## src/rtl/ps2_pkg.sv

```systemverilog
// Shared types and constants for the PS/2 keyboard event receiver.
package ps2_pkg;

    localparam logic [7:0] PS2_EXT = 8'hE0;
    localparam logic [7:0] PS2_REL = 8'hF0;

    typedef enum logic [1:0] {
        IDLE,
        DATA,
        PARITY,
        STOP
    } ps2_rx_state_t;

    typedef struct packed {
        logic       ext;
        logic       rel;
        logic [7:0] code;
    } ps2_event_t;

endpackage

```

## src/rtl/ps2_frame_rx.sv

```systemverilog
// PS/2 byte receiver: pin synchronisers, clock glitch filter, 11-bit frame
// decoder and an inter-edge timeout that drops half-received frames.
module ps2_frame_rx
    import ps2_pkg::*;
#(
    parameter int FILTER_LEN     = 8,
    parameter int TIMEOUT_CYCLES = 5000
) (
    input  logic       clk,
    input  logic       reset_n,
    input  logic       ps2_clk,
    input  logic       ps2_data,
    output logic       byte_valid,
    output logic [7:0] byte_data,
    output logic       frame_err
);

    localparam int TW = $clog2(TIMEOUT_CYCLES + 1);

    logic [1:0]            clkSync_q;
    logic [1:0]            dataSync_q;
    logic [FILTER_LEN-1:0] filt_q;
    logic                  filtClk_q;
    logic                  filtClk_d;
    logic                  bitEdge;
    logic                  dataBit;
    logic                  timeout;

    ps2_rx_state_t state_q, state_d;
    logic [2:0]    bitCnt_q, bitCnt_d;
    logic [7:0]    shift_q, shift_d;
    logic          parity_q, parity_d;
    logic [TW-1:0] timer_q, timer_d;
    logic          byteValid_q, byteValid_d;
    logic          frameErr_q, frameErr_d;

    // Two-flop synchronisers plus the filter history of the synced clock.
    always_ff @(posedge clk or negedge reset_n) begin
        if (!reset_n) begin
            clkSync_q  <= 2'b11;
            dataSync_q <= 2'b11;
            filt_q     <= '1;
            filtClk_q  <= 1'b1;
        end else begin
            clkSync_q  <= {clkSync_q[0], ps2_clk};
            dataSync_q <= {dataSync_q[0], ps2_data};
            filt_q     <= {filt_q[FILTER_LEN-2:0], clkSync_q[1]};
            filtClk_q  <= filtClk_d;
        end
    end

    // Filtered clock only moves once the whole history agrees; bitEdge marks its fall.
    always_comb begin
        filtClk_d = filtClk_q;
        if (&filt_q) begin
            filtClk_d = 1'b1;
        end else if (~|filt_q) begin
            filtClk_d = 1'b0;
        end
        bitEdge = filtClk_q & ~filtClk_d;
        dataBit = dataSync_q[1];
    end

    // Frame state, shift register, timeout counter and registered result pulses.
    always_ff @(posedge clk or negedge reset_n) begin
        if (!reset_n) begin
            state_q     <= IDLE;
            bitCnt_q    <= '0;
            shift_q     <= '0;
            parity_q    <= 1'b0;
            timer_q     <= '0;
            byteValid_q <= 1'b0;
            frameErr_q  <= 1'b0;
        end else begin
            state_q     <= state_d;
            bitCnt_q    <= bitCnt_d;
            shift_q     <= shift_d;
            parity_q    <= parity_d;
            timer_q     <= timer_d;
            byteValid_q <= byteValid_d;
            frameErr_q  <= frameErr_d;
        end
    end

    // Next-state logic: a stalled frame times out before any edge is considered.
    always_comb begin
        state_d     = state_q;
        bitCnt_d    = bitCnt_q;
        shift_d     = shift_q;
        parity_d    = parity_q;
        byteValid_d = 1'b0;
        frameErr_d  = 1'b0;
        timer_d     = (state_q == IDLE || bitEdge) ? '0 : timer_q + TW'(1);
        timeout     = (state_q != IDLE) && !bitEdge &&
                      (timer_q == TW'(TIMEOUT_CYCLES - 1));

        if (timeout) begin
            state_d    = IDLE;
            frameErr_d = 1'b1;
            shift_d    = '0;
            timer_d    = '0;
        end else if (bitEdge) begin
            case (state_q)
                IDLE: begin
                    if (!dataBit) begin
                        state_d  = DATA;
                        bitCnt_d = '0;
                    end
                end
                DATA: begin
                    shift_d = {dataBit, shift_q[7:1]};
                    if (bitCnt_q == 3'd7) begin
                        state_d = PARITY;
                    end else begin
                        bitCnt_d = bitCnt_q + 3'd1;
                    end
                end
                PARITY: begin
                    parity_d = dataBit;
                    state_d  = STOP;
                end
                STOP: begin
                    if (dataBit && (^{shift_q, parity_q})) begin
                        byteValid_d = 1'b1;
                    end else begin
                        frameErr_d = 1'b1;
                    end
                    state_d = IDLE;
                end
                default: state_d = IDLE;
            endcase
        end
    end

    assign byte_valid = byteValid_q;
    assign byte_data  = shift_q;
    assign frame_err  = frameErr_q;

endmodule

```

## src/rtl/ps2_event_rx.sv

```systemverilog
// PS/2 keyboard event receiver: folds E0/F0 prefixes into make/break events
// and queues them in a first-word fall-through FIFO with a valid/ready drain.
module ps2_event_rx
    import ps2_pkg::*;
#(
    parameter int FILTER_LEN     = 8,
    parameter int TIMEOUT_CYCLES = 5000,
    parameter int FIFO_DEPTH     = 8
) (
    input  logic                              clk,
    input  logic                              reset_n,
    input  logic                              ps2_clk,
    input  logic                              ps2_data,
    output logic                              ev_valid,
    input  logic                              ev_ready,
    output logic [7:0]                        ev_code,
    output logic                              ev_ext,
    output logic                              ev_rel,
    output logic [$clog2(FIFO_DEPTH+1)-1:0]   fifo_level,
    output logic                              frame_err,
    output logic                              overflow,
    input  logic                              ovf_clear
);

    localparam int PW    = $clog2(FIFO_DEPTH);
    localparam int LVL_W = $clog2(FIFO_DEPTH + 1);

    logic       rxValid;
    logic [7:0] rxByte;
    logic       rxErr;

    logic             extP_q, extP_d;
    logic             relP_q, relP_d;
    logic             pushReq;
    ps2_event_t       pushEv;
    ps2_event_t       mem_q [FIFO_DEPTH];
    ps2_event_t       headEv;
    logic [PW-1:0]    wrPtr_q, rdPtr_q;
    logic [LVL_W-1:0] count_q, count_d;
    logic             ovf_q, ovf_d;
    logic             full, empty, push, pop;

    ps2_frame_rx #(
        .FILTER_LEN     (FILTER_LEN),
        .TIMEOUT_CYCLES (TIMEOUT_CYCLES)
    ) u_frame (
        .clk        (clk),
        .reset_n    (reset_n),
        .ps2_clk    (ps2_clk),
        .ps2_data   (ps2_data),
        .byte_valid (rxValid),
        .byte_data  (rxByte),
        .frame_err  (rxErr)
    );

    // Prefix decoder: E0/F0 only arm flags, any other byte becomes an event.
    always_comb begin
        extP_d  = extP_q;
        relP_d  = relP_q;
        pushReq = 1'b0;
        pushEv  = '{ext: extP_q, rel: relP_q, code: rxByte};
        if (rxErr) begin
            extP_d = 1'b0;
            relP_d = 1'b0;
        end else if (rxValid) begin
            if (rxByte == PS2_EXT) begin
                extP_d = 1'b1;
            end else if (rxByte == PS2_REL) begin
                relP_d = 1'b1;
            end else begin
                pushReq = 1'b1;
                extP_d  = 1'b0;
                relP_d  = 1'b0;
            end
        end
    end

    // FIFO control: a pop in the same cycle frees room for a push into a full queue.
    always_comb begin
        full    = (count_q == LVL_W'(FIFO_DEPTH));
        empty   = (count_q == '0);
        pop     = !empty && ev_ready;
        push    = pushReq && (!full || pop);
        count_d = count_q;
        case ({push, pop})
            2'b10:   count_d = count_q + LVL_W'(1);
            2'b01:   count_d = count_q - LVL_W'(1);
            default: count_d = count_q;
        endcase
        ovf_d = ovf_q;
        if (pushReq && full && !pop) begin
            ovf_d = 1'b1;
        end else if (ovf_clear) begin
            ovf_d = 1'b0;
        end
    end

    // Prefix flags, FIFO pointers, level and sticky overflow.
    always_ff @(posedge clk or negedge reset_n) begin
        if (!reset_n) begin
            extP_q  <= 1'b0;
            relP_q  <= 1'b0;
            wrPtr_q <= '0;
            rdPtr_q <= '0;
            count_q <= '0;
            ovf_q   <= 1'b0;
        end else begin
            extP_q  <= extP_d;
            relP_q  <= relP_d;
            count_q <= count_d;
            ovf_q   <= ovf_d;
            if (push) begin
                wrPtr_q <= wrPtr_q + PW'(1);
            end
            if (pop) begin
                rdPtr_q <= rdPtr_q + PW'(1);
            end
        end
    end

    // Event storage; contents are masked at the outputs while the queue is empty.
    always_ff @(posedge clk) begin
        if (push) begin
            mem_q[wrPtr_q] <= pushEv;
        end
    end

    assign headEv     = mem_q[rdPtr_q];
    assign ev_valid   = !empty;
    assign ev_code    = empty ? 8'h00 : headEv.code;
    assign ev_ext     = empty ? 1'b0 : headEv.ext;
    assign ev_rel     = empty ? 1'b0 : headEv.rel;
    assign fifo_level = count_q;
    assign frame_err  = rxErr;
    assign overflow   = ovf_q;

endmodule

```

## config.mk

```make
export PLATFORM = sky130hd
export DESIGN_NAME = ps2_event_rx
export DESIGN_NICKNAME = d
export VERILOG_FILES = /design/src/rtl/ps2_pkg.sv /design/src/rtl/ps2_frame_rx.sv /design/src/rtl/ps2_event_rx.sv
export SDC_FILE = /design/constraint.sdc
export NUM_CORES = 1
export LEC_CHECK = 0
export CAP_MARGIN = 25
export CORE_MARGIN = 5
export CORE_UTILIZATION = 35
export DETAILED_ROUTE_END_ITERATION = 6
export PLACE_DENSITY_LB_ADDON = 0.3
export SLEW_MARGIN = 30
export SYNTH_ARGS = -nofsm -noshare
export SYNTH_HDL_FRONTEND = slang
export SYNTH_SLANG_ARGS = --single-unit
```

## constraint.sdc

```tcl
create_clock -name clk -period 2.8 [get_ports clk]
set_clock_uncertainty 0.15 [all_clocks]
set_input_delay 0.28 -clock clk [delete_from_list [all_inputs] [get_ports clk]]
set_output_delay 0.28 -clock clk [all_outputs]
set_load 0.005 [all_outputs]
```

==> impl.org <==
** Critical path
- Slowest stage cell on the critical path :: or3_1
- Critical Setup Path Class :: flip-flop to flip-flop
- Following the worst setup path forward leads to its endpoint at fifo_level[3].
- Maximum fanout along the worst path :: 3
- Endpoint of the lowest-slack register-to-register path :: fifo_level[3]
- Critical Path Source Type :: flip-flop
- Data arrives at the worst endpoint at 2.85 ns.
- For this run, the slowest stage of the critical path takes 0.41 ns.
- STA classifies the critical path endpoint as a flip-flop.
- Reg-to-reg slack, setup :: 0.12 ns
- Launching instance or port of the critical path :: fifo_level[0]
- Critical path required time :: 2.97 ns
- Cells on worst reg2reg path :: 11
- The worst register-to-register path begins at fifo_level[0].
- The critical path goes through or3_1, nor2_2, inv_2, and2_1, o21ai_2, inv_2, ha_1, a21o_1, a21o_1, or4_1, o2111ai_1.

** Global routing
- For this run the aggregate overflow at the end of global routing stands at 0.
- Global-route wire length before repair :: 17630 um
- Across every metal layer, demand over resource in global routing totals 12.48%.
- Via count of the first global-routing pass :: 3423
- Number of antenna violations at the first check in global routing :: 0
- Entering global routing, the biggest net connects 35 pins.

** Placed design
- In this run the cell area measured after placement is 6326 um2.
- RePlAce Congestion :: 0.7989
- Port Buffers :: 22
- Detailed Place HPWL :: 6913 um

** Die
- Number of cell rows :: 46
- The floorplan step defined a die boundary enclosing 18840 um2.
- Top-Level Pins :: 23
- The floorplan step set the die height to 137.3 um.
- The total area inside the core boundary comes to 15890 um2.
- Starting density of the core :: 35.69%
- The die is 137.3 um wide.

** Clock tree
- After clock tree synthesis, the clock-pin slew on the worst setup and hold paths is 0.06 ns.
- Number of clock buffers inserted by TritonCTS :: 17
- For this design, the sink count on the clock tree is 135.
- The longest clock path from root to sink contains 2 buffers.
- TritonCTS built the clock tree.
- For the worst-skew pair, the clock arrives at the later sink with an insertion delay of 0.41 ns.
- Master cell of the clock root buffer :: clkbuf_16
- H-tree levels :: 4

** Run
- Max-cap check violation count :: 0

** Synthesis
- In the synthesized netlist the async set-or-reset flop fraction comes to 40.74%.
- By area, the combinational part of the netlist is dominated by multiplexers.
- Register area share after synthesis :: 66.94%
- After synthesis, the share of cell area in mux cells is 11.45%.
- Register bit count reported by yosys :: 135
- Adder-cell share of the synthesized area :: 2.781%
- Among all flip-flop cells after synthesis, the most frequent one is edfxtp_1.
- Yosys instantiated no cell more often than edfxtp_1.
- Each instance of the synthesized netlist takes up on average 15.28 um2.
- Summing the areas of all compound-gate instances in the mapped netlist gives 4.061% of the synthesized area.
- Cell count after synthesis :: 371
- After synthesis the cells add up to 5669 um2.
- Number of flops mapped to enable cells by yosys :: 80
- Leading post-synthesis cells by cell area :: edfxtp_1 (42%), dfrtp_1 (19%), mux4_2 (7.9%)
- The Yosys step of the flow raised 0 warnings.
- Net Count, Synth :: 389
- Summing the areas of all xor and xnor instances in the mapped netlist gives 3.642% of the synthesized area.
- Share of synthesized cell area in and, or, nand and nor gates :: 9.247%
- The biggest area contributor in the post-synthesis netlist is edfxtp_1.
- Sorting the synthesized cells by how often they occur yields edfxtp_1 (80), dfrtp_1 (42), nor2_1 (29).
- Portion of synthesized cell area occupied by the leading cell type :: 42.37%
- Synth unique cells :: 49

** Timing
- Timing would allow up to 373.3 MHz.
- Sum of negative setup slack :: 0 ns
- Number of hold violations in the final report :: 0
- Of the available clock period, the critical path in the final layout requires 95.67%.
- Transition time of the tightest slew-check pin :: 0.7784 ns
- The final count of pins violating max slew came to 0.
- Min cycle time layout :: 2.679 ns
- Headroom to the max-slew limit came out at 48.11%.
- Worst hold margin :: 0.1302 ns
- Number of setup violations in the final report :: 0
- RSZ-0062 raised after global routing :: false

** Cells and area
- Relative to the synthesized area, the layout overhead comes to 22.11%.
- At the end of the flow, the number of nets in the layout was 449.
- Once layout is done, the placed cells without fillers occupy 6923 um2.
- Cells with a size suffix above 1 make up 23.25% of the layout.
- 0 antenna diodes ended up in the layout.

** Drt
- Vias per cell :: 4.950
- DRC violations left :: 0
- In this run the remaining antenna-violating nets after routing total 0.
- WL/cell :: 16.15 um
- The first TritonRoute pass finished after 4 iterations.
- The routed design has 10640 um of wire.
- After the first detailed-routing iteration, the DRC count stood at 94.
- Overall via count from detail_route :: 3262

** Worst hold path
- In this run the worst hold path is classified as input pin to flip-flop.

** Run status
- The flow ran to the end, and the final reports show no timing, DRC or antenna violations.

** Pwr
- Worst VDD drop :: 425.2 uV
- For this design the ratio of total power to cell area is 798.8 nW/um2.
- For this design the static power due to leakage is 0.002659 uW.
## registers in the layout, summed over array words and instances (netlist names), 3 cells and up
name / flops
fifo_level: 4
mem_q: 80
rdPtr_q: 3
u_frame.bitCnt_q: 3
u_frame.byte_data: 8
u_frame.filt_q: 8
u_frame.timer_q: 13
wrPtr_q: 3
## layout by cell type (no fill, tap or decap), types with 3 or more instances in the layout
cell             instances
dfrtp_1                 42
or3_1                    5
nand3_1                  8
o21ai_0                  4
edfxtp_1                80
mux2i_1                 14
and3_1                   3
clkbuf_16               17
a21oi_1                  5
mux4_2                  20
inv_1                   12
clkdlybuf4s50_1         21
nor4_1                   4
nor3_1                   5
xor2_1                   5
dfstp_2                 13
mux2_1                   3
nor2_1                  22
nor2_2                   7
buf_4                   28
nand2_1                 28
o2bb2ai_1                6
nand2b_1                 3
nor4bb_1                 3
xnor2_1                 16
ha_1                    11
and2_1                   3
nand4_1                  9
## worst min-delay path by stage
stage | startpoint | end | cells after the start
final | ps2_data | u_frame.dataSync_q[0] | 1
after CTS | ps2_data | u_frame.dataSync_q[0] | 1
after global routing | ps2_data | u_frame.dataSync_q[0] | 1
after global placement | u_frame.clkSync_q[0] | u_frame.clkSync_q[1] | 0
after detailed placement | u_frame.dataSync_q[0] | u_frame.dataSync_q[1] | 0
after floorplan | reset_n | extP_q | 0
## cell type report
class                      instances  area [um2]
sequential                       135        3795
fill                            1453        8962
clock inverter                    12       127.6
tap                              216       270.3
multi-input combinational        211        1789
clock buffer                      19       432.9
inverter                          14       52.55
timing repair buffer              52       455.4
## stage by stage
stage                     total power, uW  instances  utilization [%]  setup WS (ns)
after global placement               3441        624            39.73        0.05943
final                                5530        659            43.58         0.1211
after global routing                 5802        659            43.58        0.02906
after CTS                            5608        659            43.58        0.01790
after floorplan                      3033        371                -      0.0008944
after detailed placement             3465        624            39.82       -0.04541
## logic make-up (layout without fill, tap and decap cells)
group	Yosys count	after routing
compound gates	32	32
xor+xnor	22	22
fa+ha+maj	12	12
buf+inv	25	97
flops	135	135
mux	39	39
simple gates	106	106
## power by group
part,leakage [uW],total (uW),switching (uW),internal (uW)
clock,0.000269,2110,806,1300
sequential,0.00149,2330,125,2210
combinational,0.000904,1090,520,571
## layer usage
metal	global-route usage, %	share of wire (%)
met5	0	0
met3	3.762	4.7
met4	4.545	1.1
met1	15.23	44
met2	20.95	51
## worst max-delay path, delay by kind of cell (launching register included)
kind | cells | cell delay (ns)
AO/OA/AOI/OAI | 4 | 0.57
adder cells (fa/ha/maj) | 1 | 0.27
buffers and inverters | 2 | 0.12
flip-flops | 1 | 0.37
AND/OR/NAND/NOR | 4 | 1.12
## timing repair
item | in CTS | in global routing
endpoints found under the hold margin | 28 | 0
hold buffers | 1 | 0
pin swaps | 1 | 1
setup endpoints to repair | 1 | 1
resized for setup | 1 | 2
buffers inserted | 3 | 0
(Power assumes the default switching activity.)
==> patch 1, RTL diff (config.mk and constraints unchanged) <==
`TIMEOUT_CYCLES` is set to 5000 in 2 places; all go to 1250.
--- a/src/rtl/ps2_frame_rx.sv
+++ b/src/rtl/ps2_frame_rx.sv
@@ -5,5 +5,5 @@
 #(
     parameter int FILTER_LEN     = 8,
-    parameter int TIMEOUT_CYCLES = 5000
+    parameter int TIMEOUT_CYCLES = 1250
 ) (
     input  logic       clk,
--- a/src/rtl/ps2_event_rx.sv
+++ b/src/rtl/ps2_event_rx.sv
@@ -5,5 +5,5 @@
 #(
     parameter int FILTER_LEN     = 8,
-    parameter int TIMEOUT_CYCLES = 5000,
+    parameter int TIMEOUT_CYCLES = 1250,
     parameter int FIFO_DEPTH     = 8
 ) (
Behaviour: no difference found for any inputs over 10 cycles, from zero or initial values and one cycle with reset_n low; that may be too few to reach the edited logic, so the function may still have changed.
==> patch 1 against the unedited design <==
- area after synthesis down 1.2%
- global-route usage down 0.43 points
- routed wire length down 3.3%
- cell area down 1.8%
- clock power down 4%
- total power down 8.5%
- sequential cell count down 2
- setup slack better by 0.0062 ns
- first-iteration DRC count up 28%
- highest routed layer unchanged
- count of clock-buffer cells in the layout unchanged
==> patch 1: results (changes against the unedited design) <==
Mapped Nets: 387 (was 389)
DP Cell Count: 614 (was 624)
FF-to-FF Start: u_frame.byte_data[0]$_DFFE_PN0P_ (was fifo_level[0]$_DFFE_PN0P_)
First-pass GRT wire length: 16.9 mm (was 17.6 mm)
Share of cells above drive strength 1: 23.6% (was 23.3%)
R2R setup slack: 0.28 ns (was 0.12 ns)
Gr usage total: 12.1% (was 12.5%)
DR WL/cell: 15.9 um (was 16.1 um)
Starting DRC count in detailed routing: 120 (was 94)
Hold EP: u_frame.clkSync_q[0]$_DFF_PN1_ (was u_frame.dataSync_q[0]$_DFF_PN1_)
Synth area leaders: edfxtp_1 (43%), dfrtp_1 (18%), mux4_2 (8.0%), dfstp_2 (6.1%), ha_1 (2.7%) (was edfxtp_1 (42%), dfrtp_1 (19%), mux4_2 (7.9%), dfstp_2 (6.0%), mux2i_1 (2.5%))
Adder-cell share of the synthesized area: 3.04% (was 2.78%)
Post-synthesis mux area share: 10.8% (was 11.5%)
Delay-heaviest family, CP: multiplexers (was simple AND/OR/NAND/NOR gates)
Final Wtd Congestion: 0.749 (was 0.799)
Finished Layout Cells: 648 (was 659)
VDD IR max: 0.358 mV (was 0.425 mV)
Largest net degree at the start of global routing: 48 (was 35)
Slowest-stage cell, CP: mux4_2 (was or3_1)
Placed instance area: 0.00621 mm2 (was 0.00633 mm2)
Sequential share of the synthesized area: 66.8% (was 66.9%)
Synth cell types: 54 (was 49)
Post-synthesis compound-gate area fraction: 4.31% (was 4.06%)
DR vias/cell: 4.76 (was 4.95)
Crit path DAT: 2.24 ns (was 2.85 ns)
XOR/XNOR Fraction of Synth Area: 3.37% (was 3.64%)
CP max stage delay: 0.52 ns (was 0.41 ns)
Post-synth top cells: edfxtp_1 (80), dfrtp_1 (40), nand2_1 (37) (was edfxtp_1 (80), dfrtp_1 (42), nor2_1 (29))
Status: complete, no violations (unchanged)
Hold slack final: 0.119 ns (was 0.130 ns)
Leakage power: 0.00263 uW (was 0.00266 uW)
Routed met1 length: 4.47 mm (was 4.65 mm)
Worst hold start: ps2_clk (was ps2_data)
Worst setup startpoint: rdPtr_q[0]$_DFFE_PN0P_ (was fifo_level[0]$_DFFE_PN0P_)
CP endpoint: ev_code[0] (was fifo_level[3]$_DFFE_PN0P_)
# nets final: 438 (was 449)
Post-DP HPWL: 6.49 mm (was 6.91 mm)
Critical-path maximum fanout: 11 (was 3)
Met1 Track Usage GR: 15.1% (was 15.2%)
==> patch 1: changes by cell type in the layout (fill, tap and decap cells not counted), moves of 4 or more <==
cell       unedited run  this run
nor2_2                7         1
nand2_1              28        37
a22o_1                0         4
o21ai_0               4        10
o2bb2ai_1             6         0
buf_4                28        19
nor4_2                0         4
nor2_1               22        30
==> patch 1: through the flow <==
| stage | setup slack [ns] | total power (uW) |
|---|---|---|
| floorplan | 0.0405 | 2750 |
| global placement | 0.321 | 3040 |
| detailed placement | 0.255 | 3040 |
| CTS | 0.0423 | 5080 |
| global route | 0.0259 | 5300 |
| finish | 0.127 | 5060 |
==> patch 1: timing repair <==
item / CTS / global route
hold buffers: 1 / 0
endpoints found under the setup margin: 0 / 2
setup buffers: 0 / 0
resized for setup: 0 / 3
endpoints found under the hold margin: 40 / 0
==> patch 1: logic make-up after synthesis <==
family	count (synthesis)
xor gates and xnor gates	20
muxes	35
and+or+nand+nor	109
adders and majority gates	13
DFF	133
buffers and inverters	23
AOI/OAI and AO/OA	35
==> patch 1: report_power, final <==
| group | internal (uW) | switching, uW |
|---|---|---|
| Clock | 1210 | 818 |
| Sequential | 2140 | 73.3 |
| Combinational | 433 | 386 |
==> patch 1: final cells by class <==
cell class	instances	area [um2]	share of cell area, %
Clock buffer	19	433	6.37
Clock inverter	13	110	1.62
Inverter	12	45.0	0.663
Multi-Input combinational cell	212	1780	26.2
Sequential cell	133	3750	55.1
Tap cell	216	270	3.98
Timing Repair Buffer	43	408	6.00
==> patch 1: worst reg2reg max path, cell delays in order (launching register included) <==
cell and delay, ns:
dfrtp_1 0.51, nor4_4 0.25, a41o_1 0.32, nand2_2 0.10, inv_2 0.09, ha_1 0.23, a21o_1 0.17, a21oi_1 0.21
nand3_1 0.12, a21boi_0 0.14, o21ai_0 0.15
==> patch 2, RTL diff (same flow settings) <==
Without the edit above. The 4 states of `ps2_rx_state_t` get a one-hot encoding in 4 bits.
--- a/src/rtl/ps2_pkg.sv
+++ b/src/rtl/ps2_pkg.sv
@@ -5,9 +5,9 @@
     localparam logic [7:0] PS2_REL = 8'hF0;
 
-    typedef enum logic [1:0] {
-        IDLE,
-        DATA,
-        PARITY,
-        STOP
+    typedef enum logic [3:0] {
+        IDLE   = 4'b0001,
+        DATA   = 4'b0010,
+        PARITY = 4'b0100,
+        STOP   = 4'b1000
     } ps2_rx_state_t;
 
Formal check against the unedited RTL: same outputs for any inputs over 10 cycles, from zero or initial values and one cycle with reset_n low; not proved beyond that.
==> patch 2 against the unedited design <==
- total power is 2.2% higher
- sequential share of layout area hardly changed
- setup slack better by 0.013 ns
- sequential cell count is 2 higher
- global-route usage is 0.56 points lower
- routed wire length is 1.5% higher
- sequential power is 4% higher
- synthesized cell count is 4.0% higher
- combinational power is 16% lower
- area after synthesis is 1.5% higher
- cell area is 1.3% higher
- critical endpoint is now ev_code[0]
- highest routed layer unchanged
==> patch 2: results (changes against the unedited design) <==
Status: complete, no violations (unchanged)
Delay-heaviest family, CP: multiplexers (was simple AND/OR/NAND/NOR gates)
Met1 Track Usage GR: 14.3% (was 15.2%)
Slowest-stage cell, CP: mux4_2 (was or3_1)
Yosys warns: 0 (unchanged)
R2R setup slack: 0.23 ns (was 0.12 ns)
Fin crit share: 95.2% (was 95.7%)
Grt met2 use: 20.1% (was 21.0%)
# nets final: 450 (was 449)
Synth cell types: 52 (was 49)
Clock Tree Buf Depth: 2 (unchanged)
Post-synth top cells: edfxtp_1 (80), dfrtp_1 (43), nand2_1 (41) (was edfxtp_1 (80), dfrtp_1 (42), nor2_1 (29))
H-tree depth: 4 (unchanged)
Final Wtd Congestion: 0.813 (was 0.799)
Synth area leaders: edfxtp_1 (42%), dfrtp_1 (19%), mux4_2 (7.8%), dfstp_2 (6.4%), nand2_1 (2.7%) (was edfxtp_1 (42%), dfrtp_1 (19%), mux4_2 (7.9%), dfstp_2 (6.0%), mux2i_1 (2.5%))
Leakage power: 0.00276 uW (was 0.00266 uW)
Critical-path maximum fanout: 11 (was 3)
Root buffer cell: clkbuf_16 (unchanged)
CP max stage delay: 0.51 ns (was 0.41 ns)
Mapped Nets: 400 (was 389)
Post-DP HPWL: 7.03 mm (was 6.91 mm)
Gr usage total: 11.9% (was 12.5%)
M3 GR Usage: 3.76% (about the same)
Starting DRC count in detailed routing: 140 (was 94)
Worst-Margin Slew: 0.704 ns (was 0.778 ns)
Share of cells above drive strength 1: 22.0% (was 23.3%)
DR vias/cell: 4.82 (was 4.95)
Largest net degree at the start of global routing: 32 (was 35)
Sequential share of the synthesized area: 66.8% (was 66.9%)
DR WL/cell: 16.2 um (was 16.1 um)
Vias in the first global route: 3,425 (was 3,423)
VDD IR max: 0.431 mV (was 0.425 mV)
First-pass GRT wire length: 17.9 mm (was 17.6 mm)
Post-synth ARST share: 41.6% (was 40.7%)
Crit path DAT: 2.24 ns (was 2.85 ns)
Hold slack final: 0.116 ns (was 0.130 ns)
I/O Buffers: 22 (unchanged)
[patch 2: cell type report]
type | instances | area, um2
fillers | 1467 | 8990
flip-flops and latches | 137 | 3850
multi-input cells | 226 | 1830
clock buffers | 23 | 478
repair buffers | 45 | 419
well taps | 216 | 270
clock inverters | 9 | 136
inverters | 9 | 33.8
[patch 2: cells by family (layout without fill, tap and decap cells)]
group                      after synthesis  after routing  share of synthesized area, %
and+or+nand+nor                        133            133                          12.1
buffers and inverters                   23             86                          1.76
AOI/OAI and AO/OA                       24             24                          2.80
muxes                                   35             35                          10.5
DFF                                    137            137                          66.8
adders and majority gates                8              8                          1.87
xor gates and xnor gates                26             26                          4.19
[patch 2: layer usage]
metal | vias up | part of all wire, %
met4 | 0 | 1.9
met5 | - | 0
met2 | 45 | 50
met3 | 17 | 4.0
li1 | 1531 | -
met1 | 1611 | 44
[patch 2: path summary, 6_finish.rpt]
| path | start | to |
|---|---|---|
| hold reg to reg | u_frame.dataSync_q[0]$_DFF_PN1_ | u_frame.dataSync_q[1]$_DFF_PN1_ |
| setup reg to reg | fifo_level[1]$_DFFE_PN0P_ | fifo_level[3]$_DFFE_PN0P_ |
| min in group asynchronous | reset_n | u_frame.state_q[3]$_DFFE_PN0P_ |
| max in group asynchronous | reset_n | u_frame.filt_q[3]$_DFF_PN1_ |
| setup / recovery | rdPtr_q[0]$_DFFE_PN0P_ | ev_code[0] |
| hold / removal | ps2_clk | u_frame.clkSync_q[0]$_DFF_PN1_ |
[patch 2: report_power, final]
| part | internal, uW | switching [uW] |
|---|---|---|
| Sequential | 2250 | 184 |
| Combinational | 495 | 417 |
| Clock | 1480 | 830 |
[patch 2: repair_timing]
item / 4_1_cts / 5_1_grt
pin swaps: 0 / 0
endpoints found under the setup margin: 6 / 6
setup buffers: 0 / 1
hold endpoints to repair: 24 / 0
gates resized for setup: 1 / 3
hold buffers: 1 / 0
[patch 2: metrics by stage]
| step | std cells | util [%] | power, uW | instance area [um2] |
|---|---|---|---|---|
| 6_report | 665 | 43.8 | 5650 | 7010 |
| 5_1_grt | 665 | 43.8 | 5910 | 7010 |
| 4_1_cts | 664 | 43.7 | 5680 | 6990 |
| 3_5_place_dp | 631 | 39.8 | 3360 | 6360 |
| 3_3_place_gp | 631 | 39.8 | 3330 | 6360 |
| 2_1_floorplan | 386 | - | 2990 | 5760 |
